==> src/rtl/serial_sub_pkg.sv <==
// Shared types for the bit-serial subtractor: FSM state encoding and
// counter sizing.
package serial_sub_pkg;

  typedef enum logic [1:0] {
    IDLE  = 2'd0,
    SHIFT = 2'd1,
    DONE  = 2'd2
  } state_e;

  // Bit counter only has to reach WIDTH-1.
  function automatic int cnt_width(input int width);
    return (width < 2) ? 1 : $clog2(width);
  endfunction

endpackage

==> src/rtl/half_sub.sv <==
// Half-subtractor cell: d = x - y, borrow out when x=0 and y=1.
module half_sub (
  input  logic x,
  input  logic y,
  output logic d,
  output logic bout
);

  assign d    = x ^ y;
  assign bout = ~x & y;

endmodule

==> src/rtl/serial_sub_full_sub_bit.sv <==
// Combinational full-subtractor bit: two cascaded half-subtractors, with
// their borrows ORed together.
module full_sub_bit (
  input  logic x,
  input  logic y,
  input  logic bin,
  output logic d,
  output logic bout
);

  logic d1;
  logic b1;
  logic b2;

  half_sub u_hs0 (
    .x    (x),
    .y    (y),
    .d    (d1),
    .bout (b1)
  );

  half_sub u_hs1 (
    .x    (d1),
    .y    (bin),
    .d    (d),
    .bout (b2)
  );

  assign bout = b1 | b2;

endmodule

==> src/rtl/serial_sub.sv <==
// Bit-serial unsigned subtractor: computes a - b LSB-first, one bit per clock,
// with a start/ready/done handshake. The result registers hold until the next finish.
module serial_sub
  import serial_sub_pkg::*;
#(
  parameter int WIDTH = 8
) (
  input  logic             clk,
  input  logic             rst_n,
  input  logic             start,
  input  logic [WIDTH-1:0] a,
  input  logic [WIDTH-1:0] b,
  output logic             ready,
  output logic             busy,
  output logic             done,
  output logic [WIDTH-1:0] diff,
  output logic             bout
);

  localparam int CNT_W = cnt_width(WIDTH);
  localparam logic [CNT_W-1:0] CNT_LAST = CNT_W'(WIDTH - 1);

  state_e           state_q, state_d;
  logic [WIDTH-1:0] a_sh_q, a_sh_d;
  logic [WIDTH-1:0] b_sh_q, b_sh_d;
  logic [WIDTH-1:0] r_sh_q, r_sh_d;
  logic             borrow_q, borrow_d;
  logic [CNT_W-1:0] cnt_q, cnt_d;
  logic [WIDTH-1:0] diff_q, diff_d;
  logic             bout_q, bout_d;

  logic d_bit;
  logic borrow_nxt;

  full_sub_bit u_bit (
    .x    (a_sh_q[0]),
    .y    (b_sh_q[0]),
    .bin  (borrow_q),
    .d    (d_bit),
    .bout (borrow_nxt)
  );

  always_ff @(posedge clk) begin
    if (!rst_n) begin
      state_q  <= IDLE;
      a_sh_q   <= '0;
      b_sh_q   <= '0;
      r_sh_q   <= '0;
      borrow_q <= 1'b0;
      cnt_q    <= '0;
      diff_q   <= '0;
      bout_q   <= 1'b0;
    end else begin
      state_q  <= state_d;
      a_sh_q   <= a_sh_d;
      b_sh_q   <= b_sh_d;
      r_sh_q   <= r_sh_d;
      borrow_q <= borrow_d;
      cnt_q    <= cnt_d;
      diff_q   <= diff_d;
      bout_q   <= bout_d;
    end
  end

  always_comb begin
    state_d  = state_q;
    a_sh_d   = a_sh_q;
    b_sh_d   = b_sh_q;
    r_sh_d   = r_sh_q;
    borrow_d = borrow_q;
    cnt_d    = cnt_q;
    diff_d   = diff_q;
    bout_d   = bout_q;

    unique case (state_q)
      IDLE, DONE: begin
        // DONE accepts a new request directly so held start runs back-to-back.
        if (start) begin
          state_d  = SHIFT;
          a_sh_d   = a;
          b_sh_d   = b;
          r_sh_d   = '0;
          borrow_d = 1'b0;
          cnt_d    = '0;
        end else begin
          state_d = IDLE;
        end
      end
      SHIFT: begin
        a_sh_d   = a_sh_q >> 1;
        b_sh_d   = b_sh_q >> 1;
        r_sh_d   = {d_bit, r_sh_q[WIDTH-1:1]};
        borrow_d = borrow_nxt;
        if (cnt_q == CNT_LAST) begin
          state_d = DONE;
          diff_d  = {d_bit, r_sh_q[WIDTH-1:1]};
          bout_d  = borrow_nxt;
        end else begin
          cnt_d = cnt_q + CNT_W'(1);
        end
      end
      default: state_d = IDLE;
    endcase
  end

  assign ready = (state_q != SHIFT);
  assign busy  = (state_q == SHIFT);
  assign done  = (state_q == DONE);
  assign diff  = diff_q;
  assign bout  = bout_q;

endmodule

==> config.mk <==
export PLATFORM = sky130hd
export DESIGN_NAME = serial_sub
export DESIGN_NICKNAME = d
export VERILOG_FILES = /design/src/rtl/serial_sub_pkg.sv /design/src/rtl/half_sub.sv /design/src/rtl/serial_sub_full_sub_bit.sv /design/src/rtl/serial_sub.sv
export SDC_FILE = /design/constraint.sdc
export NUM_CORES = 1
export LEC_CHECK = 0
export ABC_AREA = 1
export BUFFER_PORTS_ARGS = -buffer_cell sky130_fd_sc_hd__buf_2
export CORE_ASPECT_RATIO = 2
export CORE_MARGIN = 3
export CORE_UTILIZATION = 33
export CTS_CLUSTER_SIZE = 8
export DETAILED_ROUTE_END_ITERATION = 8
export GPL_TIMING_DRIVEN = 0
export HOLD_SLACK_MARGIN = 0.1
export PLACE_DENSITY_LB_ADDON = 0.1
export SLEW_MARGIN = 10
export SYNTH_ARGS = -nofsm -noshare
export SYNTH_HDL_FRONTEND = slang
export SYNTH_HIERARCHICAL = 1
export SYNTH_SLANG_ARGS = --single-unit
==> constraint.sdc <==
create_clock -name clk -period 2.4 [get_ports clk]
set_input_delay 0.24 -clock clk [delete_from_list [all_inputs] [get_ports clk]]
set_output_delay 0.24 -clock clk [all_outputs]
set_load 0.02 [all_outputs]
==> run_results.csv, run 1 <==
group,metric,value,unit
clock_network,postCtsHoldBufs,0,
clock_network,postCtsSetupRepairBufs,0,
pwr,p_per_area,670,nW/um2
pwr,leakage,0.961,nW
setup_path,slowest_delay,310,ps
setup_path,crit_slowest_cell,"dfxtp_1",
detailed_routing,drtAntennaViolNets,0,
clock_network,cts-root-buf,"clkbuf_8",
yosys,yosys_warnings,6,
run_status,status,"complete, no violations",
sta,hold_viol,0,
global_routing,first_global_vias,1573,
cells_and_area,syn_to_final_growth,18.1,%
pwr,ir_drop,587,uV
setup_path,critPathLaunchType,"flip-flop",
yosys,netlist_instances,230,
clock_network,cts_resized,0,
placement,dpl.hpwl,3070,um
yosys,synthSimpleGateAreaFrac,34.7,%
clock_network,htree_levels,2,
sta,fin_tns_setup,0,ps
cells_and_area,register_area,761,um2
floorplan,chipHeight,108,um
global_routing,grt_overflow_total,0,
setup_path,crit_top_cell,"buf_2",
setup_path,crit_family,"buffers and inverters",
clock_network,cts_buffers,5,
detailed_routing,totalWireLength,4140,um
pwr,sw_frac_of_total,28.0,%
pwr,seq_power_share,49.7,%
yosys,muxShareOfSynthArea,0,%
setup_path,critPathBufInv,3,
yosys,synth_compound_area_share,4.79,%
setup_path,r2r-end,"diff[1]$_SDFFE_PN0P_",
cells_and_area,drive_gt1_share,21.3,%
floorplan,die_x,57.1,um
yosys,synth_top_family_by_area,"simple AND/OR/NAND/NOR gates",
clock_network,clock_path_buffers,2,
yosys,postSynthAreaPerCell,7.49,um2
detailed_routing,viasPerCell,4.76,
pwr,internal_power,0.982,mW
yosys,synth_nets,253,
setup_path,critPathArrivalTime,1290,ps
worst_hold_path,hold_end,"b_sh_q[2]$_SDFFE_PN0P_",
floorplan,pin_count,31,
detailed_routing,post-route-drc-count,0,
setup_path,cp-end-kind,"primary output",
sta,post-route-period-util,63.8,%
setup_path,reg2reg_setup_slack,1070,ps
setup_path,cp_cell_sequence,"inv_1 -> nand2_4 -> buf_2 -> buf_2",
setup_path,cp_max_fo,10,
sta,slew_violations,0,
setup_path,r2r_start,"cnt_q[0]$_SDFFE_PN0P_",
cells_and_area,final_util,41.1,%
floorplan,initial_core_util,34.8,%
yosys,syn_area,1720,um2
yosys,synth_xor_area_share,0,%
setup_path,rr_worst_depth,8,
placement,portBuffers,29,
sta,rsz0062_at_grt,"no",
clock_network,clk_latency,290,ps
yosys,yosysUniqueCellTypes,21,
detailed_routing,firstDrtPassIters,4,
sta,fin_crit,1530,ps
pwr,p_sw,0.381,mW
clock_network,cts_sinks,38,
worst_hold_path,hp-start,"b[2]",
cells_and_area,fin_nets,289,
clock_network,cts_tree,"yes",
cells_and_area,antenna_cells,0,
global_routing,antenna_found_initial,0,
floorplan,die_area,6180,um2
sta,slew_headroom,69.8,%
global_routing,grt_max_degree,13,
run,max-cap-violations,0,
sta,finClkSkew,9.00,ps
yosys,synth_fa_ha_area_share,2.90,%
sta,worstMarginPinSlew,453,ps
sta,max_freq,0.653,GHz
worst_hold_path,hold_path_depth,3,
cells_and_area,multi_input_area,731,um2
detailed_routing,detail_route.wl_per_cell,12.8,um
floorplan,core_area,4950,um2
worst_hold_path,hold_path.class,"in -> reg",
pwr,pwr-share-comb,16.0,%
detailed_routing,num_vias,1543,
setup_path,required,2160,ps
setup_path,worstSetupPathType,"reg -> out",
cells_and_area,num-fill-cells,563,
pwr,pwr-share-clk,34.3,%
global_routing,grt_usage,14.7,%
clock_network,clk_pin_slew_worst_paths,80,ps
yosys,synth-seq-cells,38,
placement,gp_congestion,0.757,
yosys,yosysSeqAreaShare,44.2,%
global_routing,grt_first_pass_wirelength,7010,um
detailed_routing,dr.first_iter.drc_count,16,
floorplan,std_cell_rows,36,
sta,setup_violations,0,
cells in the final DEF, fill, tap and decap left out, drive strengths merged:
cell type / synthesis / final
a21oi: 14 / 14
buf: 12 / 41
clkbuf: 1 / 7
clkinv: 1 / 2
clkinvlp: 0 / 1
dfxtp: 38 / 38
ha: 4 / 4
inv: 28 / 28
nand2: 48 / 48
nand3: 47 / 47
nand3b: 2 / 2
nor2: 20 / 20
nor3: 14 / 14
o21ai: 1 / 1
logic make-up after synthesis:
kind of cell	count (synthesis)
compound gates	15
fa+ha+maj	4
buf+inv	42
flops	38
simple gates	131
state kept, by name (all words and copies together), names as in the netlist:
register	cells
cnt_q	3
a_sh_q	8
diff	8
state_q	2
r_sh_q	7
bout	1
b_sh_q	8
borrow_q	1
worst max path at each step:
stage                                        from                     to  slack (ps)  cells past startpoint
final                     state_q[1]$_SDFFE_PN0P_                  ready         870                      4
after global placement      cnt_q[0]$_SDFFE_PN0P_   diff[1]$_SDFFE_PN0P_        1050                      8
after floorplan             cnt_q[0]$_SDFFE_PN0P_  cnt_q[0]$_SDFFE_PN0P_        1200                      6
after CTS                 state_q[1]$_SDFFE_PN0P_                  ready         840                      4
after detailed placement    cnt_q[0]$_SDFFE_PN0P_   diff[1]$_SDFFE_PN0P_        1040                      8
after global routing      state_q[0]$_SDFFE_PN0P_                   busy         780                      4
worst min-delay path, delay by kind of cell:
family        cells  cell delay (ps)
buf+inv           1               70
simple gates      2              120
per-stage QoR:
step	worst slack (ps)	area (um2)	total power [mW]	hold slack (ps)	cells
CTS	840	2030	1.39	168	324
detailed placement	1040	1940	0.913	456	316
floorplan	1200	1720	0.853	380	230
finish	870	2030	1.36	177	324
global placement	1050	1940	0.911	459	316
global route	776	2030	1.44	186	324
metal layers:
metal  routed length [um]  GRT usage [%]  part of all wire [%]  vias up
met2                 2270           28.1                    55       25
met3                  150           3.11                   3.6        5
met4                   72           5.47                   1.7        0
met1                 1650           15.0                    40      707
met5                    0              0                     0        -
li1                     -              -                     -      806
area by class of cell:
class	instances	share of cell area, %
flip-flops and latches	38	37.4
multi-input cells	150	35.9
repair buffers	29	7.13
inverters	29	5.78
plain buffers	13	5.60
clock buffers	6	4.06
well taps	57	3.51
clock inverters	2	0.615
power by group through the flow:
stage | clock network (mW) | logic, mW | registers [mW]
finish | 0.468 | 0.218 | 0.677
global route | 0.506 | 0.250 | 0.681
CTS | 0.488 | 0.222 | 0.678
detailed placement | 0 | 0.221 | 0.692
global placement | 0 | 0.219 | 0.692
floorplan | 0 | 0.164 | 0.689
cell usage after synthesis (all sizes together):
cell type	count	share of area (%)
a21oi	14	4.5
buf	12	6.4
clkbuf	1	0.22
clkinv	1	0.29
dfxtp	38	44
ha	4	2.9
inv	28	6.5
nand2	48	11
nand3	47	14
nand3b	2	0.87
nor2	20	4.8
nor3	14	4.1
o21ai	1	0.29
No activity file was read; power rests on OpenSTA's default activity.
==> run 2, diff against run 1 <==
- clock period: 2.4 -> 1.46 ns (I/O delays scaled with it)
==> run_results.csv, run 2 (synthesized netlist as in run 1, its figures left out) <==
group,metric,value,unit
clock_network,htree_levels,2,
pwr,leakage,1.04,nW
floorplan,initial_core_util,34.8,%
global_routing,grt_max_degree,13,
floorplan,pin_count,31,
pwr,p_per_area,1040,nW/um2
cells_and_area,instances_no_fill,341,
sta,max_freq,0.754,GHz
sta,slew_headroom,70.4,%
worst_hold_path,hold_path.class,"in -> reg",
run,max-cap-violations,0,
placement,portBuffers,29,
sta,rsz0062_at_grt,"no",
global_routing,grt_usage,15.0,%
setup_path,critPathLaunchType,"flip-flop",
global_routing,grt_overflow_total,0,
detailed_routing,firstDrtPassIters,4,
floorplan,die_x,57.1,um
clock_network,cts-root-buf,"clkbuf_8",
floorplan,chipHeight,108,um
cells_and_area,num-fill-cells,552,
clock_network,clk_latency,290,ps
sta,finClkSkew,9.14,ps
placement,gp_congestion,0.757,
global_routing,antenna_found_initial,0,
sta,fin_ws,134,ps
pwr,finalPower,2.29,mW
sta,hold_viol,0,
cells_and_area,drive_gt1_share,22.5,%
floorplan,core_area,4950,um2
detailed_routing,num_vias,1594,
cells_and_area,multi_input_area,736,um2
setup_path,worstSetupPathType,"reg -> out",
sta,slew_violations,0,
cells_and_area,syn_to_final_growth,28.0,%
clock_network,cts_buffers,5,
detailed_routing,detail_route.wl_per_cell,12.5,um
detailed_routing,drtAntennaViolNets,0,
floorplan,std_cell_rows,36,
cells_and_area,layout_common_cells,"nand2_1 (46), nand3_1 (46), dfxtp_1 (37)",
sta,post-route-period-util,90.8,%
placement,placed_area,1940,um2
clock_network,cts_tree,"yes",
detailed_routing,dr.first_iter.drc_count,24,
cells_and_area,antenna_cells,0,
clock_network,clk_pin_slew_worst_paths,80,ps
setup_path,cp_max_fo,10,
cells_and_area,final_util,44.5,%
detailed_routing,post-route-drc-count,0,
clock_network,cts_sinks,38,
cells_and_area,final_cell_area,2200,um2
placement,placed_cells,316,
cells_and_area,register_area,762,um2
setup_path,cp-end-kind,"primary output",
sta,setup_violations,0,
sta,worstMarginPinSlew,443,ps
setup_path,critPathArrivalTime,1180,ps
run_status,status,"complete, no violations",
detailed_routing,viasPerCell,4.67,
sta,fin_crit,1330,ps
setup_path,required,1310,ps
sta,fin_tns_setup,0,ps
pwr,ir_drop,972,uV
placement,dpl.hpwl,3070,um
global_routing,grt_first_pass_wirelength,7180,um
floorplan,die_area,6180,um2
global_routing,first_global_vias,1616,
placement,pre_cts_ws,97.1,ps
clock_network,clock_path_buffers,2,
cells_and_area,fin_nets,306,
detailed_routing,totalWireLength,4270,um
sta,whs,107,ps
==> run 2: worst max-delay path, stage by stage (launching register included) <==
cell     delay [ps]
dfxtp_1         310
inv_2            80
nand2_4         100
inv_8           100
buf_6           140
buf_2           170
==> run 2: final cells by class <==
type	count	share of cell area, %
plain buffers	13	5.28
repair buffers	46	13.8
well taps	57	3.23
clock inverters	2	0.568
clock buffers	6	3.75
flip-flops and latches	38	34.6
inverters	29	5.39
multi-input cells	150	33.4
==> run 2: timing repair <==
item | CTS | global route
gates cloned | 0 | 0
buffers inserted | 0 | 4
setup endpoints to repair | 1 | 2
hold buffers | 13 | 0
hold endpoints to repair | 13 | 0
gates resized for setup | 1 | 4
pin swaps | 0 | 1
==> run 2: power breakdown <==
part	internal (mW)	switching, mW	leakage (nW)
sequential	1.09	0.0218	0.311
clock	0.380	0.393	0.0472
combinational	0.176	0.223	0.680
==> run 2: path summary, 6_finish.rpt <==
kind / start / depth (start not counted) / to / slack, ps
worst max-delay path: state_q[1]$_SDFFE_PN0P_ / 5 / busy / 130
worst min-delay path: a[2] / 3 / a_sh_q[2]$_SDFFE_PN0P_ / 110
worst max register to register: a_sh_q[0]$_SDFFE_PN0P_ / 8 / r_sh_q[7]$_SDFFE_PN0P_ / 170
worst min register to register: diff[6]$_SDFFE_PN0P_ / 2 / diff[6]$_SDFFE_PN0P_ / 470
==> run 2: routing by layer <==
metal  up-vias  share of wire (%)  global-route usage, %
met4         0                1.7                   5.47
met2        21                 54                   28.7
met5         -                  0                      0
met3         5                2.7                   2.63
met1       725                 41                   15.6
li1        843                  -                      -
